$ cat config.mk
export PLATFORM = sky130hd
export DESIGN_NAME = idu_pipe_flat
export DESIGN_NICKNAME = d
export VERILOG_FILES = /design/src/rtl/rv_isa_pkg.sv /design/src/rtl/idu_pipe_if.sv /design/src/rtl/idu_imm_gen.sv /design/src/rtl/idu_pipe.sv /design/src/flat_wrapper.sv
export SDC_FILE = /design/constraint.sdc
export NUM_CORES = 1
export LEC_CHECK = 0
export CAP_MARGIN = 20
export CORE_MARGIN = 2
export CORE_UTILIZATION = 39
export CTS_CLUSTER_SIZE = 24
export DETAILED_ROUTE_END_ITERATION = 10
export GPL_TIMING_DRIVEN = 1
export PLACE_DENSITY_LB_ADDON = 0.08
export SETUP_SLACK_MARGIN = 0.5
export SKIP_LAST_GASP = 1
export SLEW_MARGIN = 10
export SYNTH_ARGS = -nofsm -noshare
export SYNTH_HDL_FRONTEND = slang
export SYNTH_SLANG_ARGS = --single-unit
$ cat constraint.sdc
create_clock -name clk -period 2.7 [get_ports clk]
set_input_delay 0.405 -clock clk [delete_from_list [all_inputs] [get_ports clk]]
set_output_delay 0.405 -clock clk [all_outputs]
set_load 0.02 [all_outputs]
$ cat src/rtl/rv_isa_pkg.sv
// RV32I encoding constants and immediate-format helpers shared by the decode stage
// and the branch predictor.
package rv_isa_pkg;

    localparam logic [6:0] OPC_OP       = 7'h33;
    localparam logic [6:0] OPC_OP_IMM   = 7'h13;
    localparam logic [6:0] OPC_LOAD     = 7'h03;
    localparam logic [6:0] OPC_STORE    = 7'h23;
    localparam logic [6:0] OPC_BRANCH   = 7'h63;
    localparam logic [6:0] OPC_LUI      = 7'h37;
    localparam logic [6:0] OPC_AUIPC    = 7'h17;
    localparam logic [6:0] OPC_JAL      = 7'h6F;
    localparam logic [6:0] OPC_JALR     = 7'h67;
    localparam logic [6:0] OPC_MISC_MEM = 7'h0F;
    localparam logic [6:0] OPC_SYSTEM   = 7'h73;

    localparam logic [2:0] F3_ADD_SUB   = 3'd0;
    localparam logic [2:0] F3_SLL       = 3'd1;
    localparam logic [2:0] F3_SRL_SRA   = 3'd5;
    localparam logic [2:0] F3_LD        = 3'd3;
    localparam logic [2:0] F3_LWU       = 3'd6;
    localparam logic [2:0] F3_LDU       = 3'd7;
    localparam logic [2:0] F3_SW        = 3'd2;
    localparam logic [2:0] F3_BR_RSV2   = 3'd2;
    localparam logic [2:0] F3_BR_RSV3   = 3'd3;
    localparam logic [2:0] F3_JALR      = 3'd0;

    localparam logic [6:0] F7_BASE      = 7'h00;
    localparam logic [6:0] F7_ALT       = 7'h20;

    typedef enum logic [2:0] {
        IMM_NONE,
        IMM_I,
        IMM_S,
        IMM_B,
        IMM_U,
        IMM_J
    } imm_fmt_e;

    // FENCE and SYSTEM carry their fields in the I-type slot, so they take the I format.
    function automatic imm_fmt_e imm_fmt_of(input logic [6:0] opcode);
        imm_fmt_e fmt;
        case (opcode)
            OPC_OP_IMM, OPC_LOAD, OPC_JALR,
            OPC_MISC_MEM, OPC_SYSTEM:        fmt = IMM_I;
            OPC_STORE:                       fmt = IMM_S;
            OPC_BRANCH:                      fmt = IMM_B;
            OPC_LUI, OPC_AUIPC:              fmt = IMM_U;
            OPC_JAL:                         fmt = IMM_J;
            default:                         fmt = IMM_NONE;
        endcase
        return fmt;
    endfunction

endpackage

$ cat src/rtl/idu_pipe_if.sv
// Decode-stage bus: IF-side request, EX-side decoded entry, load-use inputs and stall counter.
interface idu_pipe_if #(
    parameter int XLEN  = 32,
    parameter int CNT_W = 16
);
    logic             flush_i;
    logic             in_valid_i;
    logic             in_ready_o;
    logic [31:0]      inst_i;
    logic [XLEN-1:0]  pc_i;
    logic [XLEN-1:0]  rs1_data_i;
    logic [XLEN-1:0]  rs2_data_i;
    logic             ex_load_valid_i;
    logic [4:0]       ex_load_rd_i;
    logic             out_valid_o;
    logic             out_ready_i;
    logic [XLEN-1:0]  pc_o;
    logic [4:0]       rd_o;
    logic [4:0]       rs1_o;
    logic [4:0]       rs2_o;
    logic [6:0]       opcode_o;
    logic [2:0]       funct3_o;
    logic [6:0]       funct7_o;
    logic [XLEN-1:0]  imm_o;
    logic [XLEN-1:0]  rs1_data_o;
    logic [XLEN-1:0]  rs2_data_o;
    logic             illegal_o;
    logic [CNT_W-1:0] stall_cnt_o;

    modport slave (
        input  flush_i, in_valid_i, inst_i, pc_i, rs1_data_i, rs2_data_i,
               ex_load_valid_i, ex_load_rd_i, out_ready_i,
        output in_ready_o, out_valid_o, pc_o, rd_o, rs1_o, rs2_o, opcode_o,
               funct3_o, funct7_o, imm_o, rs1_data_o, rs2_data_o, illegal_o, stall_cnt_o
    );

    modport master (
        output flush_i, in_valid_i, inst_i, pc_i, rs1_data_i, rs2_data_i,
               ex_load_valid_i, ex_load_rd_i, out_ready_i,
        input  in_ready_o, out_valid_o, pc_o, rd_o, rs1_o, rs2_o, opcode_o,
               funct3_o, funct7_o, imm_o, rs1_data_o, rs2_data_o, illegal_o, stall_cnt_o
    );

endinterface

$ cat src/rtl/idu_imm_gen.sv
// Combinational RV immediate builder: scatters the instruction's immediate bits by format
// and sign-extends from inst[31] to XLEN.
module idu_imm_gen
    import rv_isa_pkg::*;
#(
    parameter int XLEN = 32
) (
    input  logic [31:7]     i_inst,
    input  imm_fmt_e        i_fmt,
    output logic [XLEN-1:0] o_imm
);

    always_comb begin
        // Start fully sign-filled, then overlay the format-specific low bits.
        o_imm = {XLEN{i_inst[31]}};
        case (i_fmt)
            IMM_I: o_imm[11:0] = i_inst[31:20];
            IMM_S: o_imm[11:0] = {i_inst[31:25], i_inst[11:7]};
            IMM_B: o_imm[12:0] = {i_inst[31], i_inst[7], i_inst[30:25], i_inst[11:8], 1'b0};
            IMM_U: o_imm[31:0] = {i_inst[31:12], 12'b0};
            IMM_J: o_imm[20:0] = {i_inst[31], i_inst[19:12], i_inst[20], i_inst[30:21], 1'b0};
            default: o_imm = '0;
        endcase
    end

endmodule

$ cat src/rtl/idu_pipe.sv
// Registered RV32I decode stage: field split, immediate build, illegal detection and
// load-use stall, holding one entry behind a valid/ready handshake with flush.
module idu_pipe
    import rv_isa_pkg::*;
#(
    parameter int XLEN  = 32,
    parameter int CNT_W = 16
) (
    input logic        clk,
    input logic        rst,
    idu_pipe_if.slave  bus
);

    logic [6:0]      w_opcode;
    logic [2:0]      w_funct3;
    logic [6:0]      w_funct7;
    logic [4:0]      w_rd;
    logic [4:0]      w_rs1;
    logic [4:0]      w_rs2;
    logic            w_illegal;
    logic            w_uses_rs1;
    logic            w_uses_rs2;
    imm_fmt_e        w_fmt;
    logic [XLEN-1:0] w_imm;
    logic            w_hazard;
    logic            w_in_ready;
    logic            w_accept;

    logic             r_full;
    logic [XLEN-1:0]  r_pc;
    logic [4:0]       r_rd;
    logic [4:0]       r_rs1;
    logic [4:0]       r_rs2;
    logic [6:0]       r_opcode;
    logic [2:0]       r_funct3;
    logic [6:0]       r_funct7;
    logic [XLEN-1:0]  r_imm;
    logic [XLEN-1:0]  r_rs1_data;
    logic [XLEN-1:0]  r_rs2_data;
    logic             r_illegal;
    logic [CNT_W-1:0] r_stall_cnt;

    assign w_opcode = bus.inst_i[6:0];
    assign w_rd     = bus.inst_i[11:7];
    assign w_funct3 = bus.inst_i[14:12];
    assign w_rs1    = bus.inst_i[19:15];
    assign w_rs2    = bus.inst_i[24:20];
    assign w_funct7 = bus.inst_i[31:25];

    always_comb begin
        w_illegal  = 1'b0;
        w_uses_rs1 = 1'b0;
        w_uses_rs2 = 1'b0;
        case (w_opcode)
            OPC_OP: begin
                w_uses_rs1 = 1'b1;
                w_uses_rs2 = 1'b1;
                // Only SUB and SRA use the alternate funct7.
                w_illegal  = !((w_funct7 == F7_BASE) ||
                               ((w_funct7 == F7_ALT) &&
                                ((w_funct3 == F3_ADD_SUB) || (w_funct3 == F3_SRL_SRA))));
            end
            OPC_OP_IMM: begin
                w_uses_rs1 = 1'b1;
                if (w_funct3 == F3_SLL)
                    w_illegal = (w_funct7 != F7_BASE);
                else if (w_funct3 == F3_SRL_SRA)
                    w_illegal = (w_funct7 != F7_BASE) && (w_funct7 != F7_ALT);
            end
            OPC_LOAD: begin
                w_uses_rs1 = 1'b1;
                w_illegal  = (w_funct3 == F3_LD) || (w_funct3 == F3_LWU) || (w_funct3 == F3_LDU);
            end
            OPC_STORE: begin
                w_uses_rs1 = 1'b1;
                w_uses_rs2 = 1'b1;
                w_illegal  = (w_funct3 > F3_SW);
            end
            OPC_BRANCH: begin
                w_uses_rs1 = 1'b1;
                w_uses_rs2 = 1'b1;
                w_illegal  = (w_funct3 == F3_BR_RSV2) || (w_funct3 == F3_BR_RSV3);
            end
            OPC_JALR: begin
                w_uses_rs1 = 1'b1;
                w_illegal  = (w_funct3 != F3_JALR);
            end
            OPC_LUI, OPC_AUIPC, OPC_JAL, OPC_MISC_MEM, OPC_SYSTEM: begin
                w_illegal  = 1'b0;
            end
            default: begin
                w_illegal  = 1'b1;
            end
        endcase
    end

    // Illegal words carry a zero immediate so EX never sees a half-decoded value.
    assign w_fmt = w_illegal ? IMM_NONE : imm_fmt_of(w_opcode);

    idu_imm_gen #(
        .XLEN (XLEN)
    ) u_imm_gen (
        .i_inst (bus.inst_i[31:7]),
        .i_fmt  (w_fmt),
        .o_imm  (w_imm)
    );

    assign w_hazard = bus.in_valid_i && bus.ex_load_valid_i && (bus.ex_load_rd_i != 5'd0) &&
                      ((w_uses_rs1 && (w_rs1 == bus.ex_load_rd_i)) ||
                       (w_uses_rs2 && (w_rs2 == bus.ex_load_rd_i)));

    assign w_in_ready = (!r_full || bus.out_ready_i) && !w_hazard && !bus.flush_i;
    assign w_accept   = bus.in_valid_i && w_in_ready;

    always_ff @(posedge clk) begin
        if (rst) begin
            r_full      <= 1'b0;
            r_pc        <= '0;
            r_rd        <= '0;
            r_rs1       <= '0;
            r_rs2       <= '0;
            r_opcode    <= '0;
            r_funct3    <= '0;
            r_funct7    <= '0;
            r_imm       <= '0;
            r_rs1_data  <= '0;
            r_rs2_data  <= '0;
            r_illegal   <= 1'b0;
            r_stall_cnt <= '0;
        end else begin
            if (bus.flush_i)
                r_full <= 1'b0;
            else if (w_accept)
                r_full <= 1'b1;
            else if (bus.out_ready_i)
                r_full <= 1'b0;

            // Data fields are only written on accept; a drained entry keeps its last value.
            if (w_accept) begin
                r_pc       <= bus.pc_i;
                r_rd       <= w_rd;
                r_rs1      <= w_rs1;
                r_rs2      <= w_rs2;
                r_opcode   <= w_opcode;
                r_funct3   <= w_funct3;
                r_funct7   <= w_funct7;
                r_imm      <= w_imm;
                r_rs1_data <= bus.rs1_data_i;
                r_rs2_data <= bus.rs2_data_i;
                r_illegal  <= w_illegal;
            end

            if (w_hazard && !bus.flush_i && (r_stall_cnt != {CNT_W{1'b1}}))
                r_stall_cnt <= r_stall_cnt + CNT_W'(1);
        end
    end

    assign bus.in_ready_o  = w_in_ready;
    assign bus.out_valid_o = r_full;
    assign bus.pc_o        = r_pc;
    assign bus.rd_o        = r_rd;
    assign bus.rs1_o       = r_rs1;
    assign bus.rs2_o       = r_rs2;
    assign bus.opcode_o    = r_opcode;
    assign bus.funct3_o    = r_funct3;
    assign bus.funct7_o    = r_funct7;
    assign bus.imm_o       = r_imm;
    assign bus.rs1_data_o  = r_rs1_data;
    assign bus.rs2_data_o  = r_rs2_data;
    assign bus.illegal_o   = r_illegal;
    assign bus.stall_cnt_o = r_stall_cnt;

endmodule
$ cat src/flat_wrapper.sv
// flat-port wrapper written by rule: the top's interface ports become plain ports
module idu_pipe_flat import rv_isa_pkg::*;
#(
    parameter int XLEN  = 32,
    parameter int CNT_W = 16
)
  (clk, rst, bus_flush_i, bus_in_valid_i, bus_inst_i, bus_pc_i, bus_rs1_data_i, bus_rs2_data_i, bus_ex_load_valid_i, bus_ex_load_rd_i, bus_out_ready_i, bus_in_ready_o, bus_out_valid_o, bus_pc_o, bus_rd_o, bus_rs1_o, bus_rs2_o, bus_opcode_o, bus_funct3_o, bus_funct7_o, bus_imm_o, bus_rs1_data_o, bus_rs2_data_o, bus_illegal_o, bus_stall_cnt_o);
  idu_pipe_if #(.XLEN(XLEN), .CNT_W(CNT_W)) bus_i ();
  input logic clk;
  input logic rst;
  input wire logic [$bits(bus_i.flush_i)-1:0] bus_flush_i;
  input wire logic [$bits(bus_i.in_valid_i)-1:0] bus_in_valid_i;
  input wire logic [$bits(bus_i.inst_i)-1:0] bus_inst_i;
  input wire logic [$bits(bus_i.pc_i)-1:0] bus_pc_i;
  input wire logic [$bits(bus_i.rs1_data_i)-1:0] bus_rs1_data_i;
  input wire logic [$bits(bus_i.rs2_data_i)-1:0] bus_rs2_data_i;
  input wire logic [$bits(bus_i.ex_load_valid_i)-1:0] bus_ex_load_valid_i;
  input wire logic [$bits(bus_i.ex_load_rd_i)-1:0] bus_ex_load_rd_i;
  input wire logic [$bits(bus_i.out_ready_i)-1:0] bus_out_ready_i;
  output wire logic [$bits(bus_i.in_ready_o)-1:0] bus_in_ready_o;
  output wire logic [$bits(bus_i.out_valid_o)-1:0] bus_out_valid_o;
  output wire logic [$bits(bus_i.pc_o)-1:0] bus_pc_o;
  output wire logic [$bits(bus_i.rd_o)-1:0] bus_rd_o;
  output wire logic [$bits(bus_i.rs1_o)-1:0] bus_rs1_o;
  output wire logic [$bits(bus_i.rs2_o)-1:0] bus_rs2_o;
  output wire logic [$bits(bus_i.opcode_o)-1:0] bus_opcode_o;
  output wire logic [$bits(bus_i.funct3_o)-1:0] bus_funct3_o;
  output wire logic [$bits(bus_i.funct7_o)-1:0] bus_funct7_o;
  output wire logic [$bits(bus_i.imm_o)-1:0] bus_imm_o;
  output wire logic [$bits(bus_i.rs1_data_o)-1:0] bus_rs1_data_o;
  output wire logic [$bits(bus_i.rs2_data_o)-1:0] bus_rs2_data_o;
  output wire logic [$bits(bus_i.illegal_o)-1:0] bus_illegal_o;
  output wire logic [$bits(bus_i.stall_cnt_o)-1:0] bus_stall_cnt_o;
  assign bus_i.flush_i = bus_flush_i;
  assign bus_i.in_valid_i = bus_in_valid_i;
  assign bus_i.inst_i = bus_inst_i;
  assign bus_i.pc_i = bus_pc_i;
  assign bus_i.rs1_data_i = bus_rs1_data_i;
  assign bus_i.rs2_data_i = bus_rs2_data_i;
  assign bus_i.ex_load_valid_i = bus_ex_load_valid_i;
  assign bus_i.ex_load_rd_i = bus_ex_load_rd_i;
  assign bus_i.out_ready_i = bus_out_ready_i;
  assign bus_in_ready_o = bus_i.in_ready_o;
  assign bus_out_valid_o = bus_i.out_valid_o;
  assign bus_pc_o = bus_i.pc_o;
  assign bus_rd_o = bus_i.rd_o;
  assign bus_rs1_o = bus_i.rs1_o;
  assign bus_rs2_o = bus_i.rs2_o;
  assign bus_opcode_o = bus_i.opcode_o;
  assign bus_funct3_o = bus_i.funct3_o;
  assign bus_funct7_o = bus_i.funct7_o;
  assign bus_imm_o = bus_i.imm_o;
  assign bus_rs1_data_o = bus_i.rs1_data_o;
  assign bus_rs2_data_o = bus_i.rs2_data_o;
  assign bus_illegal_o = bus_i.illegal_o;
  assign bus_stall_cnt_o = bus_i.stall_cnt_o;
  idu_pipe #(.XLEN(XLEN), .CNT_W(CNT_W)) u_core (.clk(clk), .rst(rst), .bus(bus_i));
endmodule
# Word-level counts from Yosys, hierarchy flattened

Index checks and enable logic that the tools add are counted.

Flip-flop bits (word level): 178
Input port bits: 139
Output and inout port bits: 179
Word-level logic and storage cells: 93

Add/sub/neg operators: 1
Order comparisons: 1
Equality and inequality tests: 27
Muxes and demuxes: 13
Reduce and logical (&&, ||, !) cells: 38

Operators by type and width:

| operator                | number |
|---|---|
| $pmux W12 S4            | 1 |
| $eq A7 B6 Y1 const B    | 4 |
| $eq A7 B7 Y1 const B    | 4 |
| $pmux W8 S3             | 1 |
| $pmux W11 S2            | 1 |
| $add A16 B1 Y16 const B | 1 |
| $ne A16 B16 Y1 const B  | 1 |
| $eq A3 B3 Y1 const B    | 5 |
| $pmux W3 S5             | 1 |
| $eq A7 B5 Y1 const B    | 2 |
| $eq A3 B2 Y1 const B    | 4 |
| $logic_and A1 B1 Y1     | 12 |
| $eq A5 B5 Y1            | 2 |
| $reduce_or A5 Y1        | 2 |
| $eq A7 B2 Y1 const B    | 1 |
| $eq A7 B4 Y1 const B    | 1 |
| $logic_not A7 Y1        | 1 |
| $logic_or A1 B1 Y1      | 7 |
| $ne A7 B6 Y1 const B    | 1 |
| $pmux W1 S7             | 1 |
| $reduce_bool A7 Y1      | 1 |
| $eq A3 B1 Y1 const B    | 2 |
| $mux W1                 | 6 |
| $reduce_or A2 Y1        | 3 |
| 11 further kinds        | 15 |

# Depth between registers and ports, before layout

Depth after elaboration: 11
Depth in mapped cells: 9
Gate-level depth less buffers: 6

# Hierarchy

Synthesis repeated with hierarchy kept, for this count alone.

Cells, all modules: 925
Area, all modules: 7,255.7 µm²

By module, submodules not included:

| module      | instances | cells an instance | area an instance (µm²) | seq. area each (µm²) |
|---|---|---|---|---|
| idu_pipe    | 1         | 862               | 6,822.8                | 3,563.4 |
| idu_imm_gen | 1         | 63                | 432.9                  | 0.0 |

# Worst setup path after synthesis

No wires, ideal clock.

Kind: in2out
Start point: in bus_inst_i[3]
End point: out bus_in_ready_o
Arrival: 2.388 ns
Required time: 2.295 ns
Path slack: -0.093 ns
Stages on the path: 8
Buffers on the path: 3
Path through: and4bb_1 > nand2_1 > a2111oi_0 > o21a_1 > buf_2 > buf_2 > clkbuf_1 > nor3_1

Longest elaborated chain between the ends: 9
Elaborated cells on any way between the ends: 17
Classes of those cells: eq/ne (6); mux (2); reduce/logical (9)

Ends and longest elaborated chain:

| element                                                               | line                             | RTL |
|---|---|---|
| start, declared                                                       | flat_wrapper.sv:13               | `input wire logic [$bits(bus_i.inst_i)-1:0] bus_inst_i;` |
| $eq A7 B6 Y1 (tied with other cells)                                  | idu_pipe.sv:54                   | `case (w_opcode)` |
| $reduce_or A6 Y1 (no line) / $reduce_or A3 Y1 (equally long branches) | -                                |  |
| $mux W1                                                               | idu_pipe.sv:54                   |  |
| $logic_and A1 B1 Y1, on equally long branches                         | idu_pipe.sv:109, idu_pipe.sv:110 |  |
| $logic_or A1 B1 Y1 (*)                                                | idu_pipe.sv:109                  | `((w_uses_rs1 && (w_rs1 == bus.ex_load_rd_i)) \|\|` |
| $logic_and A1 B1 Y1 (*)                                               | idu_pipe.sv:108                  | `assign w_hazard = bus.in_valid_i && bus.ex_load_valid_i && (bus.ex_load_rd_i != 5'd0) &&` |
| $logic_not A1 Y1 (*)                                                  | idu_pipe.sv:112                  | `assign w_in_ready = (!r_full \|\| bus.out_ready_i) && !w_hazard && !bus.flush_i;` |
| $logic_and A1 B1 Y1 (*) (2 in series)                                 | idu_pipe.sv:112                  |  |
| end, declared                                                         | flat_wrapper.sv:20               | `output wire logic [$bits(bus_i.in_ready_o)-1:0] bus_in_ready_o;` |

Mark *: on every way between the ends. The rest lies on a longest branch, timed or not.

# Final worst setup path

Start point: in bus_inst_i[25]
End point: reg u_core.r_imm[0] (netlist: u_core.bus.imm_o[0])

Longest elaborated chain between the ends: 8
Elaborated cells on any way between the ends: 17
Classes of those cells: eq/ne (6); mux (5); reduce/logical (6)

Ends and longest elaborated chain:

| element                                              | line                           | RTL |
|---|---|---|
| $ne A7 B6 Y1 (tied with other cells)                 | idu_pipe.sv:68                 | `w_illegal = (w_funct7 != F7_BASE) && (w_funct7 != F7_ALT);` |
| $logic_and A1 B1 Y1, on equally long branches        | idu_pipe.sv:68, idu_pipe.sv:60 |  |
| $mux W1 / $logic_or A1 B1 Y1 (equally long branches) | idu_pipe.sv:67, idu_pipe.sv:59 |  |
| $mux W1 / $logic_not A1 Y1 (equally long branches)   | idu_pipe.sv:65, idu_pipe.sv:59 |  |
| $pmux W1 S7 (*)                                      | idu_pipe.sv:54                 |  |
| $mux W3 (*)                                          | idu_pipe.sv:98                 | `assign w_fmt = w_illegal ? IMM_NONE : imm_fmt_of(w_opcode);` |
| $eq A3 B3 Y1 (tied with other cells)                 | idu_imm_gen.sv:16              | `case (i_fmt)` |
| $pmux W12 S4 (*)                                     | idu_imm_gen.sv:16              |  |
| end signal, assigned                                 | idu_pipe.sv:147                | `r_imm <= w_imm;` |
| end, declared                                        | idu_pipe.sv:37                 | `logic [XLEN-1:0] r_imm;` |

Marked as above.
A chain may end at the register's enable or synchronous reset.

==> results.tsv <==
metric	value	unit
logic gate share of total power	0.166	
WL/cell	17.60	µm
Root Driver	clkbuf_16	
FMAX	456.0	MHz
Die H	143.5	µm
synth warn	0	
RSZ-0062 raised after global routing	true	
Int Pwr	4469	µW
commonest cells in the netlist	dfxtp_1, a21oi_1, o21ai_0, nand3_1, clkbuf_1	
Static Leakage	0.004401	µW
total CTS buffers	17	
via count	8389	
nets@finish	1406	
CP Data Arrival Time	2.53	ns
Setup Viol. Count Final	0	
Via density	5.423	
remaining antenna violation count after routing	0	
Core Util, Final	0.6395	
# port buffers	317	
Sequential Power Share	0.449	
setup slack after layout	0.5071	ns
Max Clock Skew	0.01026	ns
run status	finished, final reports clean	
Finished Cell Area	0.01232	mm²
DR iter-0 viols	466	
Rows	51	
Core ar.	0.01927	mm²
first-pass GRT wire length	42000	µm
Post-route DRC	0	
largest net degree at the start of global routing	92	
pwr/cell area	500.5	mW/mm²
type of the most critical hold path	input port to flop	
initial antenna violation count	3	
Design Power	6168	µW
Worst setup SP type	input port	
CTS Hold Bufs	0	
Netlist Area Pre-Place	0.007591	mm²
TritonRoute pass-1 iters	5	
Final Hold Fails	0	
num ports	318	
gr ovfl total	0	
Worst Setup End Kind	flop	
count of flip-flops with a built-in enable after synthesis	0	
crit share post-route	0.8122	
CP Buf/Inv Count	2	
Seq/Total Area, Yosys	0.4694	
max incr delay on CP	0.55	ns
number of max-cap violations	0	
H-tree levels	4	
layout cells sized above 1	0.1345	
ranking of synthesized cells by area	dfxtp_1, a21oi_1, o21ai_0, nand3_1, clkbuf_1	
Layout area overhead	62.35	%
NetSw	1699	µW
Post-Route WL	27230	µm
Switching Fraction	0.2755	
Yosys top cell by area	dfxtp_1	
Synth async-reset ratio	0	
CTS tree	built	
Starting Density	0.3939	
minimum clock period	2.193	ns
Max Slew Vio Count	0	
GPL Wtd Cong	0.9300	
die area	0.02060	mm²
Post-Route Setup TNS	0	ns
CTS sink cnt	178	
post-synth top area share	0.4694	
Post-Place Setup Slack	-0.2945	ns
vias in the first global route	7869	
WP data required	3.04	ns
die width	143.5	µm
slowest cell on the critical path	or4_4	
Yosys cell types	55	
clock network fraction of total power	0.385	
HPWL Detailed	18610	µm
Post-Synthesis Cells	929	
count leader, synth	dfxtp_1	
Reg clk slew, reported paths	0.07	ns
total track usage	0.2544	
syn nets	1069	
CP cell instances	buf_6 > or4_4 > buf_4 > nor3_4 > o21ai_4 > a211oi_4 > or4b_4 > o32ai_2	
cell family contributing the most delay on the critical path	simple AND/OR/NAND/NOR gates	
Mapped Avg Cell Area	8.171	µm²
FF+latch count, synth	178	
Peak VDD IR	438.0	µV
worst slew pin tran	0.4674	ns
placed inst area	0.01165	mm²
Rel. slew slack	0.6884	
buffer depth of the longest clock path	2	
CP Class	input port to flop	
clk_lat worst skew	0.44	ns
top_reg_cell synth	dfxtp_1	
CP max FO	7	
## cell usage in the layout (no fill, tap or decap), drive strengths merged, types with 8 or more instances in the layout
master / Yosys / routed
a211oi: 14 / 14
a21oi: 154 / 154
a22oi: 11 / 11
buf: 15 / 104
clkbuf: 79 / 27
clkdlybuf4s50: 0 / 284
dfxtp: 178 / 178
dlygate4sd2: 0 / 8
inv: 13 / 21
nand2: 36 / 36
nand3: 138 / 138
nand4: 9 / 9
nor2: 13 / 13
o211ai: 14 / 14
o21ai: 153 / 153
o32ai: 11 / 11
or3: 8 / 8
xor2: 9 / 9
## power groups by stage
stage	Sequential [µW]	Clock, µW	Combinational (µW)
floorplan	2950	0	296
global placement	2830	0	1010
detailed placement	2830	0	1020
CTS	2770	2430	1010
global route	2780	2550	1090
finish	2770	2380	1020
## routing by layer
layer  up-vias  wire, µm  share of wire  GRT usage
li1       4083         -              -          -
met1      3915     11470           0.42     0.3221
met2       337     12530           0.46     0.4040
met3        54      2211          0.081    0.07597
met4         0      1014          0.037     0.1063
met5         -         0              0          0
## flip-flops by register name (all words and copies together) (netlist names)
register                cells
u_core.bus.illegal_o        1
u_core.bus.stall_cnt_o     16
u_core.bus.rs1_data_o      32
u_core.bus.rs2_data_o      32
u_core.bus.rs2_o            5
u_core.bus.pc_o            32
u_core.bus.rd_o             5
u_core.bus.opcode_o         7
u_core.bus.rs1_o            5
u_core.bus.funct7_o         7
u_core.bus.out_valid_o      1
u_core.bus.imm_o           32
u_core.bus.funct3_o         3
## tightest hold or removal path, stage by stage
cell	delay (ns)
clkbuf_2	0.12
nand3_1	0.07
a21oi_1	0.05
## per-stage QoR
stage	std cells	hold WS, ns
global route	1547	0.2815
CTS	1544	0.3501
detailed placement	1505	0.4659
floorplan	929	0.4835
global placement	1505	0.4594
finish	1547	0.2653
## layout make-up
cell class              instances  area (µm²)
fillers                      1749        6947
repair buffers                412        4028
multi-input cells             644        3786
flip-flops and latches        178        3563
clock buffers                  18       439.2
well taps                     265       331.6
clock inverters                14       120.1
inverters                      13       48.80
diodes                          3       7.507
## kinds of logic (layout without fill, tap and decap cells)
group,after synthesis,count (layout),share of synthesized area
AO/OA/AOI/OAI,381,381,0.2866
XOR/XNOR,14,14,0.01615
adder cells (fa/ha/maj),1,1,0.001648
buffers and inverters,107,457,0.05340
flip-flops,178,178,0.4694
multiplexers,4,4,0.005604
other,0,3,0
AND/OR/NAND/NOR,244,244,0.1671
## repair_timing
action                                 in CTS  in global routing
endpoints found under the hold margin       0                  0
pin swaps                                  15                 18
gates resized for setup                    56                 44
buffers inserted                            7                  0
setup endpoints to repair                 177                116
## final timing paths
path | startpoint | endpoint | slack (ns) | depth (start not counted)
max reg2reg | u_core.bus.stall_cnt_o[0] | u_core.bus.stall_cnt_o[3] | 0.64 | 7
min reg2reg | u_core.bus.rs1_data_o[19] | u_core.bus.rs1_data_o[19] | 0.47 | 2
max | bus_inst_i[25] | u_core.bus.imm_o[0] | 0.51 | 8
min | bus_inst_i[3] | u_core.bus.opcode_o[3] | 0.27 | 3
Note: power is estimated with default switching activity, not from simulation.
